**config.mk**
```make
export PLATFORM = sky130hd
export DESIGN_NAME = bcd_field_renderer
export DESIGN_NICKNAME = d
export VERILOG_FILES = /design/src/rtl/bcd_field_renderer.sv
export SDC_FILE = /design/constraint.sdc
export NUM_CORES = 1
export LEC_CHECK = 0
export ABC_CLOCK_PERIOD_IN_PS = 3500
export BUFFER_PORTS_ARGS = -buffer_cell sky130_fd_sc_hd__buf_4
export CORE_MARGIN = 2
export CORE_UTILIZATION = 60
export CTS_BUF_LIST = sky130_fd_sc_hd__clkbuf_8
export DETAILED_ROUTE_END_ITERATION = 8
export GPL_ROUTABILITY_DRIVEN = 1
export PLACE_DENSITY = 0.87
export REMOVE_ABC_BUFFERS = 1
export SKIP_LAST_GASP = 1
export SLEW_MARGIN = 40
export SYNTH_ARGS = -nofsm -noshare
export SYNTH_HDL_FRONTEND = slang
export SYNTH_SLANG_ARGS = --single-unit
```
**constraint.sdc**
```tcl
create_clock -name clk -period 3.5 [get_ports clk]
set_input_delay 0.35 -clock clk [delete_from_list [all_inputs] [get_ports clk]]
set_output_delay 0.35 -clock clk [all_outputs]
set_load 0.005 [all_outputs]
```
**src/rtl/bcd_field_renderer.sv**
```systemverilog
// bcd_field_renderer: VGA overlay of NUM_FIELDS two-digit BCD fields.
// Frame-synchronous snapshot, 3-stage pixel pipeline, blink highlight.
module bcd_field_renderer #(
  parameter int          NUM_FIELDS   = 3,
  parameter int          X0           = 192,
  parameter int          Y0           = 320,
  parameter int          SCALE_SH     = 2,
  parameter int          FIELD_GAP    = 64,
  parameter logic [11:0] FG_COLOR     = 12'h0FF,
  parameter logic [11:0] SEL_COLOR    = 12'hF00,
  parameter int          BLINK_FRAMES = 30
) (
  input  logic                    clk,
  input  logic                    reset,
  input  logic                    video_on,
  input  logic                    frame_tick,
  input  logic [9:0]              pix_x,
  input  logic [9:0]              pix_y,
  input  logic [8*NUM_FIELDS-1:0] fields_bcd,
  input  logic                    edit_on,
  input  logic [2:0]              edit_sel,
  output logic [11:0]             rgb,
  output logic                    in_text
);

  localparam int W  = 8 << SCALE_SH;
  localparam int H  = 16 << SCALE_SH;
  localparam int P  = 2 * W + FIELD_GAP;
  localparam int CW = (BLINK_FRAMES > 1) ? $clog2(BLINK_FRAMES) : 1;
  localparam logic [CW-1:0] TC   = CW'(BLINK_FRAMES - 1);
  localparam logic [10:0]   Y_LO = 11'(Y0);
  localparam logic [10:0]   Y_HI = 11'(Y0 + H - 1);

  typedef enum logic {
    B_OFF = 1'b0,
    B_ON  = 1'b1
  } blink_t;

  blink_t          blink_q, blink_nx;
  logic [CW-1:0]   cnt_q, cnt_nx;
  logic [2:0]      sel_q;
  logic [7:0]      snap [NUM_FIELDS];

  // Segment-built glyphs: {a,b,c,d,e,f,g}, rows 0 and 15 stay blank.
  function automatic logic [7:0] font_row(
    input logic [3:0] d,
    input logic [3:0] r
  );
    logic [6:0] sg;
    logic [7:0] fr;
    sg = 7'h00;
    fr = 8'h00;
    case (d)
      4'd0: sg = 7'h7E;
      4'd1: sg = 7'h30;
      4'd2: sg = 7'h6D;
      4'd3: sg = 7'h79;
      4'd4: sg = 7'h33;
      4'd5: sg = 7'h5B;
      4'd6: sg = 7'h5F;
      4'd7: sg = 7'h70;
      4'd8: sg = 7'h7F;
      4'd9: sg = 7'h7B;
      default: sg = 7'h00;
    endcase
    unique case (1'b1)
      (r == 4'd1 || r == 4'd2):
        fr = sg[6] ? 8'h7E : 8'h00;
      (r >= 4'd3 && r <= 4'd6):
        fr = (sg[1] ? 8'h60 : 8'h00)
           | (sg[5] ? 8'h06 : 8'h00);
      (r == 4'd7 || r == 4'd8):
        fr = sg[0] ? 8'h7E : 8'h00;
      (r >= 4'd9 && r <= 4'd12):
        fr = (sg[2] ? 8'h60 : 8'h00)
           | (sg[4] ? 8'h06 : 8'h00);
      (r == 4'd13 || r == 4'd14):
        fr = sg[3] ? 8'h7E : 8'h00;
      default:
        fr = 8'h00;
    endcase
    return fr;
  endfunction

  always_ff @(posedge clk) begin
    if (reset) begin
      for (int k = 0; k < NUM_FIELDS; k++)
        snap[k] <= 8'h00;
    end else if (frame_tick) begin
      for (int k = 0; k < NUM_FIELDS; k++)
        snap[k] <= fields_bcd[8*k +: 8];
    end
  end

  always_ff @(posedge clk) begin
    if (reset) begin
      blink_q <= B_ON;
      cnt_q   <= '0;
      sel_q   <= 3'd0;
    end else begin
      blink_q <= blink_nx;
      cnt_q   <= cnt_nx;
      sel_q   <= edit_sel;
    end
  end

  // Leaving edit mode or moving the selection restarts a full ON phase.
  always_comb begin
    blink_nx = blink_q;
    cnt_nx   = cnt_q;
    if (!edit_on || edit_sel != sel_q) begin
      blink_nx = B_ON;
      cnt_nx   = '0;
    end else if (frame_tick) begin
      if (cnt_q == TC) begin
        cnt_nx   = '0;
        blink_nx = (blink_q == B_ON) ? B_OFF : B_ON;
      end else begin
        cnt_nx = cnt_q + CW'(1);
      end
    end
  end

  logic [10:0] px, py, left, dx, dy;
  logic        hit, sel_hit;
  logic [7:0]  byte_k;
  logic [3:0]  nib_d;
  logic [11:0] color_d;

  assign px = {1'b0, pix_x};
  assign py = {1'b0, pix_y};

  always_comb begin
    hit     = 1'b0;
    sel_hit = 1'b0;
    left    = '0;
    byte_k  = '0;
    for (int k = 0; k < NUM_FIELDS; k++) begin
      if (px >= 11'(X0 + k * P) &&
          px <= 11'(X0 + k * P + 2 * W - 1)) begin
        hit     = 1'b1;
        left    = 11'(X0 + k * P);
        byte_k  = snap[k];
        sel_hit = edit_on && (edit_sel == 3'(k));
      end
    end
    hit = hit && (py >= Y_LO) && (py <= Y_HI);
  end

  assign dx    = px - left;
  assign dy    = py - Y_LO;
  assign nib_d = dx[SCALE_SH+3] ? byte_k[3:0] : byte_k[7:4];

  always_comb begin
    color_d = FG_COLOR;
    if (sel_hit)
      color_d = (blink_q == B_ON) ? SEL_COLOR : 12'h000;
  end

  logic        s1_box;
  logic [3:0]  s1_nib, s1_row;
  logic [2:0]  s1_col;
  logic [11:0] s1_color;
  logic        s2_box;
  logic [7:0]  s2_bits;
  logic [2:0]  s2_col;
  logic [11:0] s2_color;

  always_ff @(posedge clk) begin
    if (reset) begin
      s1_box   <= 1'b0;
      s1_nib   <= '0;
      s1_row   <= '0;
      s1_col   <= '0;
      s1_color <= '0;
    end else begin
      s1_box   <= hit && video_on;
      s1_nib   <= nib_d;
      s1_row   <= dy[SCALE_SH +: 4];
      s1_col   <= dx[SCALE_SH +: 3];
      s1_color <= video_on ? color_d : 12'h000;
    end
  end

  always_ff @(posedge clk) begin
    if (reset) begin
      s2_box   <= 1'b0;
      s2_bits  <= '0;
      s2_col   <= '0;
      s2_color <= '0;
    end else begin
      s2_box   <= s1_box;
      s2_bits  <= font_row(s1_nib, s1_row);
      s2_col   <= s1_col;
      s2_color <= s1_color;
    end
  end

  always_ff @(posedge clk) begin
    if (reset) begin
      rgb     <= '0;
      in_text <= 1'b0;
    end else begin
      rgb     <= (s2_box && s2_bits[3'd7 - s2_col])
               ? s2_color : 12'h000;
      in_text <= s2_box;
    end
  end

endmodule

```
==> metrics <==
status=completed; CTS Hold Buffers Added=0; Critical Path AT=~2.7 ns; post-layout util=73.6%; Yosys warnings=0; HPWL Detailed=about 3.7 mm; Req. time, crit path=3.77 ns; GRT overflow=0; Layout Nets=386; Crit. End Element=flop; TritonCTS buffer count=9; DRC=0; Synth Area per Inst=about 10 µm²; Max Freq=between 400 and 500 MHz; routed via count=2060; number of cell rows=25; CTS tree=built; mapped cell area=between 2000 and 3000 µm²; crit path time final=between 2 and 2.5 ns; initial antenna violation count=0; wire per inst=between 10 and 15 µm; drt pass-1 iters=4; Final Cycle Share=between 60 and 70%; Worst setup SP type=input port; die width=roughly 74 µm; Vias/cell=5.35; PortBufs=60; Total Wirelength=around 5 mm; postcts setup bufs=0; HP Class=in -> reg; pwr dens=427 nW/µm²; Max-slew headroom=57.0%; number of synthesized flops with an enable pin=24; IO Pins=65; Detailed Route Iter0 Violations=around 80; Synth cell types=52; post-cts gate resize count=0; Worst-Skew Late Latency=0.34 ns; Setup Skew=~0.0046 ns; Die Ht=about 74 µm; leakage=between 1 and 1.5 nW; unrepaired setup endpoints after global routing=no; largest net degree at the start of global routing=25; design area=between 3000 and 4000 µm²; final slew viol count=0; r2r setup slk=about 1.4 ns; Ant. Diodes=0; CTS max path bufs=2; actual slew at the worst max-slew pin=between 0.6 and 0.7 ns; Mapped Cells=278; ANT nets after route=0; Max Cap Viol=0; Clock Tree Root=clkbuf_8; layout cells sized above 1=approximately a quarter; setup_tns=0 ns; worst-path fanout max=14; pre-CTS setup slack=~0.73 ns; commonest non-fill, non-tap cell in the layout=buf_4; commonest cells after routing, fill and taps aside=buf_4, dfxtp_1, and2_1, edfxtp_1, nor2b_1; final worst slack=approximately 1.1 ns; clk sinks=62; ys flop type=dfxtp_1; dpl cell area=between 3000 and 4000 µm²; Initial Util=a little over 60%; first-pass GRT wire length=roughly 8.2 mm; synthesized flop and latch total=62; H-tree Lvls=3; sequential cell area fraction in the yosys report=between 50% and 60%; Core ar.=around 4700 µm²; WS Path Type=in -> reg; Die ar.=5420 µm²; vias in the first global route=1952; Fin. Hold Viols=0; Peak VDD IR=between 0.3 and 0.4 mV; register clock-pin slew on the reported worst setup and hold paths=0.07 ns; Final setup viols=0; Area growth syn-to-layout=18.8%; RD Place Congestion=between 0.7 and 0.8; FFs w/ async S/R, synth=0%; GRT Total Usage=about 20%
area by class of cell:
type | instances | area [µm²]
tap | 54 | 67.6
multi-input combinational | 185 | 1260
sequential | 62 | 1480
clock inverter | 7 | 41.3
clock buffer | 9 | 124
fill | 341 | 1240
inverter | 7 | 26.3
timing repair buffer | 61 | 455
critical path: stages:
cell	delay, ns
buf_4	0.16
and4bb_1	0.44
mux2_1	0.35
a22o_1	0.24
nor2b_1	0.31
inv_1	0.12
ha_1	0.33
mux2_4	0.27
o21ai_1	0.11
Yosys cell counts (6+ instances only):
master / count / area [µm²]
ha_1: 8 / 100
edfxtp_1: 24 / 721
nor2_1: 13 / 48.8
and2_1: 27 / 169
clkbuf_1: 9 / 33.8
dfxtp_1: 38 / 761
inv_1: 6 / 22.5
a21oi_1: 6 / 30.0
nor2b_1: 24 / 150
nand2_1: 16 / 60.1
o21ai_0: 12 / 60.1
xor2_1: 6 / 52.6
buf_4: 12 / 90.1
cell families after synthesis:
logic type / after synthesis / synth area share (%)
flip-flops: 62 / 50.9
AND/OR/NAND/NOR: 113 / 22.5
XOR/XNOR: 8 / 2.41
multiplexers: 10 / 4.04
adder cells (fa/ha/maj): 8 / 3.44
AO/OA/AOI/OAI: 46 / 10.8
buffers and inverters: 31 / 5.89
metal layers:
layer	vias up	wire length (µm)	global-route usage, %
met2	72	2460	34.5
met3	4	350	8.92
li1	1055	-	-
met1	929	2140	22.4
met4	0	45	7.88
met5	-	0	0
through the flow:
step | hold WS [ns] | power [mW] | std cells
finish | 0.232 | 1.47 | 385
global route | 0.231 | 1.54 | 385
CTS | 0.218 | 1.49 | 384
detailed placement | 0.418 | 0.972 | 368
global placement | 0.408 | 0.963 | 368
floorplan | 0.406 | 0.899 | 254
power by group:
part	total [mW]	internal, mW	switching (mW)
Combinational	0.146	0.0785	0.0678
Clock	0.519	0.250	0.269
Sequential	0.809	0.792	0.0167
worst paths after layout:
kind                     endpoint  cells past startpoint                      from
max                          flop                      9                  pix_x[7]
min          s1_row[0]$_SDFF_PP0_                      2                  pix_y[2]
min reg2reg    rgb[10]$_SDFF_PP0_                      1   s2_color[10]$_SDFF_PP0_
max reg2reg                  flop                      7  snap[0][2]$_SDFFCE_PN0P_
No activity file was read; power rests on OpenSTA's default activity.
